**src/rtl/logic_pkg.sv**
```systemverilog
// logic_pkg: shared constants for the logic-unit issue/retire stage
package logic_pkg;

    localparam int DATA_W = 32;
    localparam int SEL_W  = 3;

    // Logic unit select encoding
    localparam logic [SEL_W-1:0] LOP_AND  = 3'b000;
    localparam logic [SEL_W-1:0] LOP_XOR  = 3'b001;
    localparam logic [SEL_W-1:0] LOP_NOR  = 3'b010;
    localparam logic [SEL_W-1:0] LOP_NOT  = 3'b011;
    localparam logic [SEL_W-1:0] LOP_OR   = 3'b100;
    localparam logic [SEL_W-1:0] LOP_XNOR = 3'b101;
    localparam logic [SEL_W-1:0] LOP_NAND = 3'b110;
    localparam logic [SEL_W-1:0] LOP_NEG  = 3'b111;

    typedef logic [DATA_W-1:0] word_t;

    // Width of one buffered request: tag, select, operand B, operand A
    function automatic int entry_w(input int tag_w);
        return tag_w + SEL_W + 2 * DATA_W;
    endfunction

endpackage

```
**src/rtl/logic_req_fifo.sv**
```systemverilog
// logic_req_fifo: circular request buffer with wrap-bit pointers
module logic_req_fifo #(
    parameter int DEPTH = 4,
    parameter int W     = 71
) (
    input  logic         clk,
    input  logic         rst,
    input  logic         push,
    input  logic         pop,
    input  logic [W-1:0] din,
    output logic         full,
    output logic         empty,
    output logic [W-1:0] head
);

    localparam int AW = $clog2(DEPTH);
    localparam logic [AW:0] PTR_ONE = {{AW{1'b0}}, 1'b1};

    logic [W-1:0] mem [DEPTH];
    logic [AW:0]  wp;
    logic [AW:0]  rp;

    assign empty = wp == rp;
    assign full  = (wp[AW] != rp[AW]) && (wp[AW-1:0] == rp[AW-1:0]);
    assign head  = mem[rp[AW-1:0]];

    // Pointer advance; guarded so callers cannot overrun or underrun
    always_ff @(posedge clk) begin
        if (rst) begin
            wp <= '0;
            rp <= '0;
        end else begin
            if (push && !full)
                wp <= wp + PTR_ONE;
            if (pop && !empty)
                rp <= rp + PTR_ONE;
        end
    end

    // Storage is unreset; only entries between the pointers are ever read
    always_ff @(posedge clk) begin
        if (push && !full)
            mem[wp[AW-1:0]] <= din;
    end

endmodule

```
**src/rtl/logic_issue.sv**
```systemverilog
// logic_issue: buffers tagged logic-unit requests, issues operands, retires results
module logic_issue
    import logic_pkg::*;
#(
    parameter int DEPTH = 4,
    parameter int TAG_W = 4,
    parameter int CNT_W = 16
) (
    input  logic              clk,
    input  logic              rst,
    input  logic              in_valid,
    output logic              in_ready,
    input  logic [31:0]       in_a,
    input  logic [31:0]       in_b,
    input  logic [2:0]        in_sel,
    input  logic [TAG_W-1:0]  in_tag,
    output logic [31:0]       lu_a,
    output logic [31:0]       lu_b,
    output logic [2:0]        lu_sel,
    input  logic [31:0]       lu_out,
    output logic              out_valid,
    input  logic              out_ready,
    output logic [31:0]       out_data,
    output logic [TAG_W-1:0]  out_tag,
    output logic              busy,
    output logic [CNT_W-1:0]  retired_cnt
);

    localparam int EW = entry_w(TAG_W);
    localparam logic [CNT_W-1:0] CNT_ONE = {{(CNT_W-1){1'b0}}, 1'b1};

    logic             fifo_full;
    logic             fifo_empty;
    logic [EW-1:0]    fifo_head;
    logic             push;
    logic             issue_load;
    logic             out_load;
    logic             issue_vld;
    logic [TAG_W-1:0] issue_tag;
    logic [TAG_W-1:0] h_tag;
    logic [2:0]       h_sel;
    word_t            h_a;
    word_t            h_b;

    // No bypass: a pop in the same cycle does not reopen a full buffer
    assign in_ready   = !fifo_full;
    assign push       = in_valid && in_ready;
    assign out_load   = issue_vld && (!out_valid || out_ready);
    assign issue_load = !fifo_empty && (!issue_vld || out_load);
    assign busy       = !fifo_empty || issue_vld || out_valid;
    assign {h_tag, h_sel, h_b, h_a} = fifo_head;

    logic_req_fifo #(
        .DEPTH (DEPTH),
        .W     (EW)
    ) u_fifo (
        .clk   (clk),
        .rst   (rst),
        .push  (push),
        .pop   (issue_load),
        .din   ({in_tag, in_sel, in_b, in_a}),
        .full  (fifo_full),
        .empty (fifo_empty),
        .head  (fifo_head)
    );

    // Issue register drives the external logic unit from the buffer head
    always_ff @(posedge clk) begin
        if (rst) begin
            issue_vld <= 1'b0;
            lu_a      <= '0;
            lu_b      <= '0;
            lu_sel    <= '0;
            issue_tag <= '0;
        end else if (issue_load) begin
            issue_vld <= 1'b1;
            lu_a      <= h_a;
            lu_b      <= h_b;
            lu_sel    <= h_sel;
            issue_tag <= h_tag;
        end else if (out_load) begin
            issue_vld <= 1'b0;
        end
    end

    // Result register captures the logic unit output and holds under back-pressure
    always_ff @(posedge clk) begin
        if (rst) begin
            out_valid <= 1'b0;
            out_data  <= '0;
            out_tag   <= '0;
        end else if (out_load) begin
            out_valid <= 1'b1;
            out_data  <= lu_out;
            out_tag   <= issue_tag;
        end else if (out_ready) begin
            out_valid <= 1'b0;
        end
    end

    // Count accepted results, wrapping naturally at the counter width
    always_ff @(posedge clk) begin
        if (rst)
            retired_cnt <= '0;
        else if (out_valid && out_ready)
            retired_cnt <= retired_cnt + CNT_ONE;
    end

endmodule
```
**config.mk**
```make
export PLATFORM = sky130hd
export DESIGN_NAME = logic_issue
export DESIGN_NICKNAME = d
export VERILOG_FILES = /design/src/rtl/logic_pkg.sv /design/src/rtl/logic_req_fifo.sv /design/src/rtl/logic_issue.sv
export SDC_FILE = /design/constraint.sdc
export NUM_CORES = 1
export LEC_CHECK = 0
export ABC_AREA = 1
export CORE_AREA = 2 2 193 195
export DETAILED_ROUTE_END_ITERATION = 6
export DIE_AREA = 0 0 195 197
export GPL_TIMING_DRIVEN = 1
export PLACE_DENSITY_LB_ADDON = 0.12
export SLEW_MARGIN = 20
export SYNTH_ARGS = -nofsm -noshare
export SYNTH_HDL_FRONTEND = slang
export SYNTH_SLANG_ARGS = --single-unit
```
**constraint.sdc**
```tcl
create_clock -name clk -period 7.7 [get_ports clk]
set_input_delay 1.54 -clock clk [delete_from_list [all_inputs] [get_ports clk]]
set_output_delay 1.54 -clock clk [all_outputs]
set_load 0.05 [all_outputs]
```
==> metrics, run 1 <==
TritonCTS Buffers=45; Post-Synthesis Cell Area=16,200 sq um; Die Y-Extent=197 microns; DIE AREA=38,400 sq um; Critical R2R Capture=u_fifo.mem[0][14]; Hold WS=0.473 ns; layout cell share with drive strength beyond 1=8.65%; Worst IR Drop VDD=0.194 mV; syn_nets=1,594; R2R Setup Slk=3.97 ns; TritonCTS clock tree=built; final std cells w/o fill=2,192; DR pass1 iterations=5; worst setup path endpoint=busy; Initial Utilization=44.6%; WL per Instance=16.8 microns; Tmin final=4.62 ns; Buffers on Ports=228; EDFF count, synth=284; Hold Buf Count CTS=0; GR Overflow Total=0; clock skew=0.0159 ns; status=completed; Area growth, synth to finish=25.2%; Worst-Margin Slew=1.05 ns; final antenna-violating net count=0; Fillers=3,139; fraction of registers with async set/reset=0%; die width=195 microns; Final Cycle Share=60.0%; Yosys reg bits=415; row cnt=70; RD Place Congestion=0.753; dpl cells=2,107; Final Setup Violations=0; Reg2Reg Depth=7; final wirelength=36.9 mm; required time worst endpoint=6.16 ns; post-DP HPWL=20.6 mm; Synth Area per Inst=10.9 sq um; post-layout instance area=20,200 sq um; Placed Area=18,700 sq um; Crit Path Max Fanout=75; Syn Inst Count=1,481; critical path class=flop to output pin; initial antenna violation count=6; Slew Limit Fails=0; GRT Total Usage=19.1%; max incr delay on CP=1.04 ns; yosys synthesis warning count=0; NumNets Final=1,799; first-pass GRT wire length=57.7 mm; Setup crit end kind=output pin; CP Data Arrival Time=3.08 ns; CTS resizes=0; Setup TNS=0 ns; clock buffer depth=3; H-tree levels=2; Pleak=7.51 nW; RSZ-0062 raised after global routing=no; Yosys cell types=32; Tightest Hold Check Type=flop to flop; crit path from=u_fifo.rp[1]; CTS Root Cell=clkbuf_16; overall power=7.90 mW; Core Region=36,300 sq um; vias per inst=4.98; Top FF cell, synth=edfxtp_1; via count=10,900; io pins=229; DRC marker count from the first detailed-route iteration=570; Reg-to-Reg Start=u_fifo.rp[1]; Cell Pwr Density=390 nW/um^2; slowest CP cell=dfxtp_4; Post-CTS Setup Bufs=0; worst-skew pair later-pin latency=0.55 ns; Clk pin slew, worst setup/hold paths=0.06 ns; DR DRC count=0; vias in the first global route=10,600; CP startpoint kind=flop; CP cell instances=nand2_1, nand2_2, nand3_4, or3_1, clkdlybuf4s50_1; Hold Violations, Final=0; Max-cap violations=0; maximum clock rate=0.216 GHz; Seq/Total Area, Yosys=69.0%; Clock Sinks=415; largest net degree at the start of global routing=101; Max-Slew Margin vs Limit=29.9%
==> layer usage <==
metal,track usage [%],up-vias,wire length (microns),part of all wire (%)
li1,-,5394,-,-
met1,24.8,5163,16500,45
met2,32.3,288,17400,47
met3,4.65,56,2350,6.4
met4,4.69,10,581,1.6
met5,0,-,76,0.21
==> state kept, by name, indices dropped and copies added, names as in the netlist <==
| register | count |
|---|---|
| issue_tag | 4 |
| issue_vld | 1 |
| lu_a | 32 |
| lu_b | 32 |
| lu_sel | 3 |
| out_data | 32 |
| out_tag | 4 |
| out_valid | 1 |
| retired_cnt | 16 |
| u_fifo.mem | 284 |
| u_fifo.rp | 3 |
| u_fifo.wp | 3 |
==> synthesized netlist by cell type (3+ instances only) <==
cell type    n  area (sq um)
nand3_1     14          70.1
buf_4        3          22.5
o21bai_1    17           128
o21ai_0    184           921
inv_1       29           109
nand2_1    117           439
a21oi_1     12          60.1
buf_2       27           135
edfxtp_1   284          8530
nor3_1       3          15.0
o21bai_2    58           653
ha_1         6          75.1
buf_1        6          22.5
clkbuf_1    37           139
dfxtp_1    131          2620
nor2_1     529          1990
buf_6        6          67.6
==> worst max-delay path, delay by kind of cell, from the launching register on <==
family | cells | cell delay [ns]
buffers and inverters | 1 | 0.73
flip-flops | 1 | 1.04
AND/OR/NAND/NOR | 4 | 0.77
==> through the flow <==
stage	worst slack, ns	utilization (%)
after global placement	3.19	51.6
final	3.08	55.8
after CTS	3.00	55.8
after global routing	2.91	55.8
after floorplan	2.49	-
after detailed placement	3.15	51.7
==> cell usage in the layout (no fill, tap or decap), drive strengths merged, types with 3 or more instances in the layout <==
cell type      count
dfxtp            131
nand3             15
o21bai            75
a21oi             12
edfxtp           284
clkdlybuf4s50    227
bufinv             3
clkinv            12
ha                 6
o21ai            184
buf               12
inv               34
nor2             529
nand2            119
nor3               4
clkbuf            65
==> kinds of logic after synthesis <==
group | count (synthesis) | synth area share, %
compound gates | 272 | 10.9
xor+xnor | 3 | 0.279
simple gates | 671 | 16.0
flops | 415 | 69.0
fa+ha+maj | 6 | 0.464
buf+inv | 114 | 3.38
==> layout make-up <==
cell class	count	area, sq um	area share (%)
Clock buffer	65	1300	6.44
Timing Repair Buffer	239	2380	11.8
Inverter	33	129	0.637
Sequential cell	415	11200	55.1
Clock inverter	18	170	0.841
Antenna cell	2	5.00	0.0247
Tap cell	468	586	2.89
Multi-Input combinational cell	952	4500	22.2
==> worst min-delay path by stage <==
stage / start / end / slack [ns] / cells past startpoint
3_3_place_gp: issue_tag[3] / issue_tag[3] / 0.46 / 2
4_1_cts: issue_tag[3] / issue_tag[3] / 0.48 / 2
6_report: issue_tag[3] / issue_tag[3] / 0.47 / 2
3_5_place_dp: issue_tag[3] / issue_tag[3] / 0.47 / 2
5_1_grt: issue_tag[1] / issue_tag[1] / 0.49 / 2
2_1_floorplan: issue_tag[0] / issue_tag[0] / 0.45 / 2
==> power breakdown <==
group	total, mW	internal, mW	switching [mW]
clock network	2.13	1.28	0.851
logic	2.81	0.875	1.94
registers	2.96	2.72	0.234
total	7.90	4.87	3.02
No activity file was read; power rests on OpenSTA's default activity.
==> run 2, diff against run 1 <==
clock period = 4 ns   (was 7.7 ns; I/O delays follow)
==> metrics, run 2 (same netlist as run 1, synthesis figures left out) <==
status=completed; Placed Area=18,800 sq um; Place WS=1.08 ns; Clk pin slew, worst setup/hold paths=0.06 ns; Reg2Reg Depth=7; max incr delay on CP=0.55 ns; post-DP HPWL=21.6 mm; R2R Setup Slk=1.42 ns; clock buffer depth=3; clock skew=0.0213 ns; Buffers on Ports=228; CP startpoint kind=flop; DR DRC count=0; DR pass1 iterations=4; post-layout instance area=20,400 sq um; maximum clock rate=0.356 GHz; largest net degree at the start of global routing=112; via count=10,900; die width=195 microns; Slew Limit Fails=0; Hold Buf Count CTS=0; critical path class=flop to output pin; DRC marker count from the first detailed-route iteration=528; RD Place Congestion=0.754; Final Cycle Share=70.3%; Hold WS=0.474 ns; Cell Pwr Density=760 nW/um^2; Worst IR Drop VDD=0.616 mV; Final Setup Violations=0; Clock Sinks=415; vias per inst=4.94; Hold Violations, Final=0; most common cell after layout, fill and taps aside=nor2_1; H-tree levels=2; Pleak=7.60 nW; CTS Root Cell=clkbuf_16; Die Y-Extent=197 microns; Critical R2R Capture=u_fifo.mem[2][59]; initial antenna violation count=5; Core Util, Final=56.3%; hold path cells=2; NumNets Final=1,808; WHS Endpoint=issue_tag[1]; Crit Path Max Fanout=22; layout cell share with drive strength beyond 1=9.41%; most frequent cells in the layout=nor2_1 (525), edfxtp_1 (284), clkdlybuf4s50_1 (225); Setup crit end kind=output pin; final antenna-violating net count=0; overall power=15.5 mW; Max-Slew Margin vs Limit=31.9%; WL per Instance=16.7 microns; TritonCTS Buffers=45; Tightest Hold Check Type=flop to flop; Final WS setup=1.19 ns; CTS resizes=0; hold path startpoint=issue_tag[1]; io pins=229; slowest CP cell=dfxtp_4; final wirelength=36.7 mm; dpl cells=2,116; RSZ-0062 raised after global routing=no; vias in the first global route=10,500; GRT Total Usage=18.9%; GR Overflow Total=0; DIE AREA=38,400 sq um; CP Data Arrival Time=2.01 ns; Initial Utilization=44.6%; Reg-to-Reg Start=u_fifo.rp[1]; Area growth, synth to finish=26.3%; row cnt=70; CP cell instances=nand2_1, nand2_2, nand3_4, or3_1, buf_4; Setup TNS=0 ns; Post-CTS Setup Bufs=0; required time worst endpoint=3.20 ns; max reg flops=284; final std cells w/o fill=2,203; CP top delay family=simple AND/OR/NAND/NOR gates; Max-cap violations=0; first-pass GRT wire length=57.2 mm; worst-skew pair later-pin latency=0.55 ns; TritonCTS clock tree=built; Worst-Margin Slew=1.02 ns; Tmin final=2.81 ns; Bufs and invs on worst path=1; Core Region=36,300 sq um
[run 2: cell count changes in the layout (fill, tap and decap cells not counted), moves of 2 or more]
cell             delta
clkdlybuf4s50_1     -2
clkinvlp_2          +2
bufinv_16           +4
clkinv_1            -2
buf_12              +2
buf_6               -3
buf_4              +12
[run 2: cell type report]
type                       count  area (sq um)
inverter                      33           128
tap                          468           586
clock buffer                  64          1290
timing repair buffer         248          2460
fill                        3118         15800
multi-input combinational    952          4500
antenna                        3          7.51
clock inverter                20           283
sequential                   415         11200
[run 2: metal layers]
| metal | routed length, microns | vias up | share of wire [%] | global-route usage, % |
|---|---|---|---|---|
| li1 | - | 5413 | - | - |
| met1 | 16400 | 5151 | 45 | 24.3 |
| met2 | 17300 | 263 | 47 | 31.9 |
| met3 | 2330 | 56 | 6.4 | 4.52 |
| met4 | 665 | 8 | 1.8 | 5.29 |
| met5 | 60 | - | 0.16 | 0 |
[run 2: report_power, final]
group / switching (mW) / internal [mW] / total, mW
Combinational: 3.91 / 1.72 / 5.63
Sequential: 0.299 / 5.24 / 5.54
Clock: 1.63 / 2.70 / 4.33
Total: 5.84 / 9.67 / 15.5
[run 2: tightest hold or removal path, stage by stage, from the launching register on]
cell     delay [ns]
dfxtp_1        0.32
nor2_1         0.04
nor2_1         0.08
[run 2: how the worst max path moves through the flow]
stage                       from                 to  slack [ns]  cells past startpoint
CTS                 u_fifo.rp[1]               busy        1.14                      5
finish              u_fifo.rp[1]               busy        1.19                      5
global placement        in_valid  u_fifo.mem[2][59]        1.12                      4
detailed placement      in_valid  u_fifo.mem[2][59]        1.08                      4
floorplan           u_fifo.rp[1]   u_fifo.mem[0][0]       -0.86                      6
global route        u_fifo.rp[1]               busy        1.10                      5
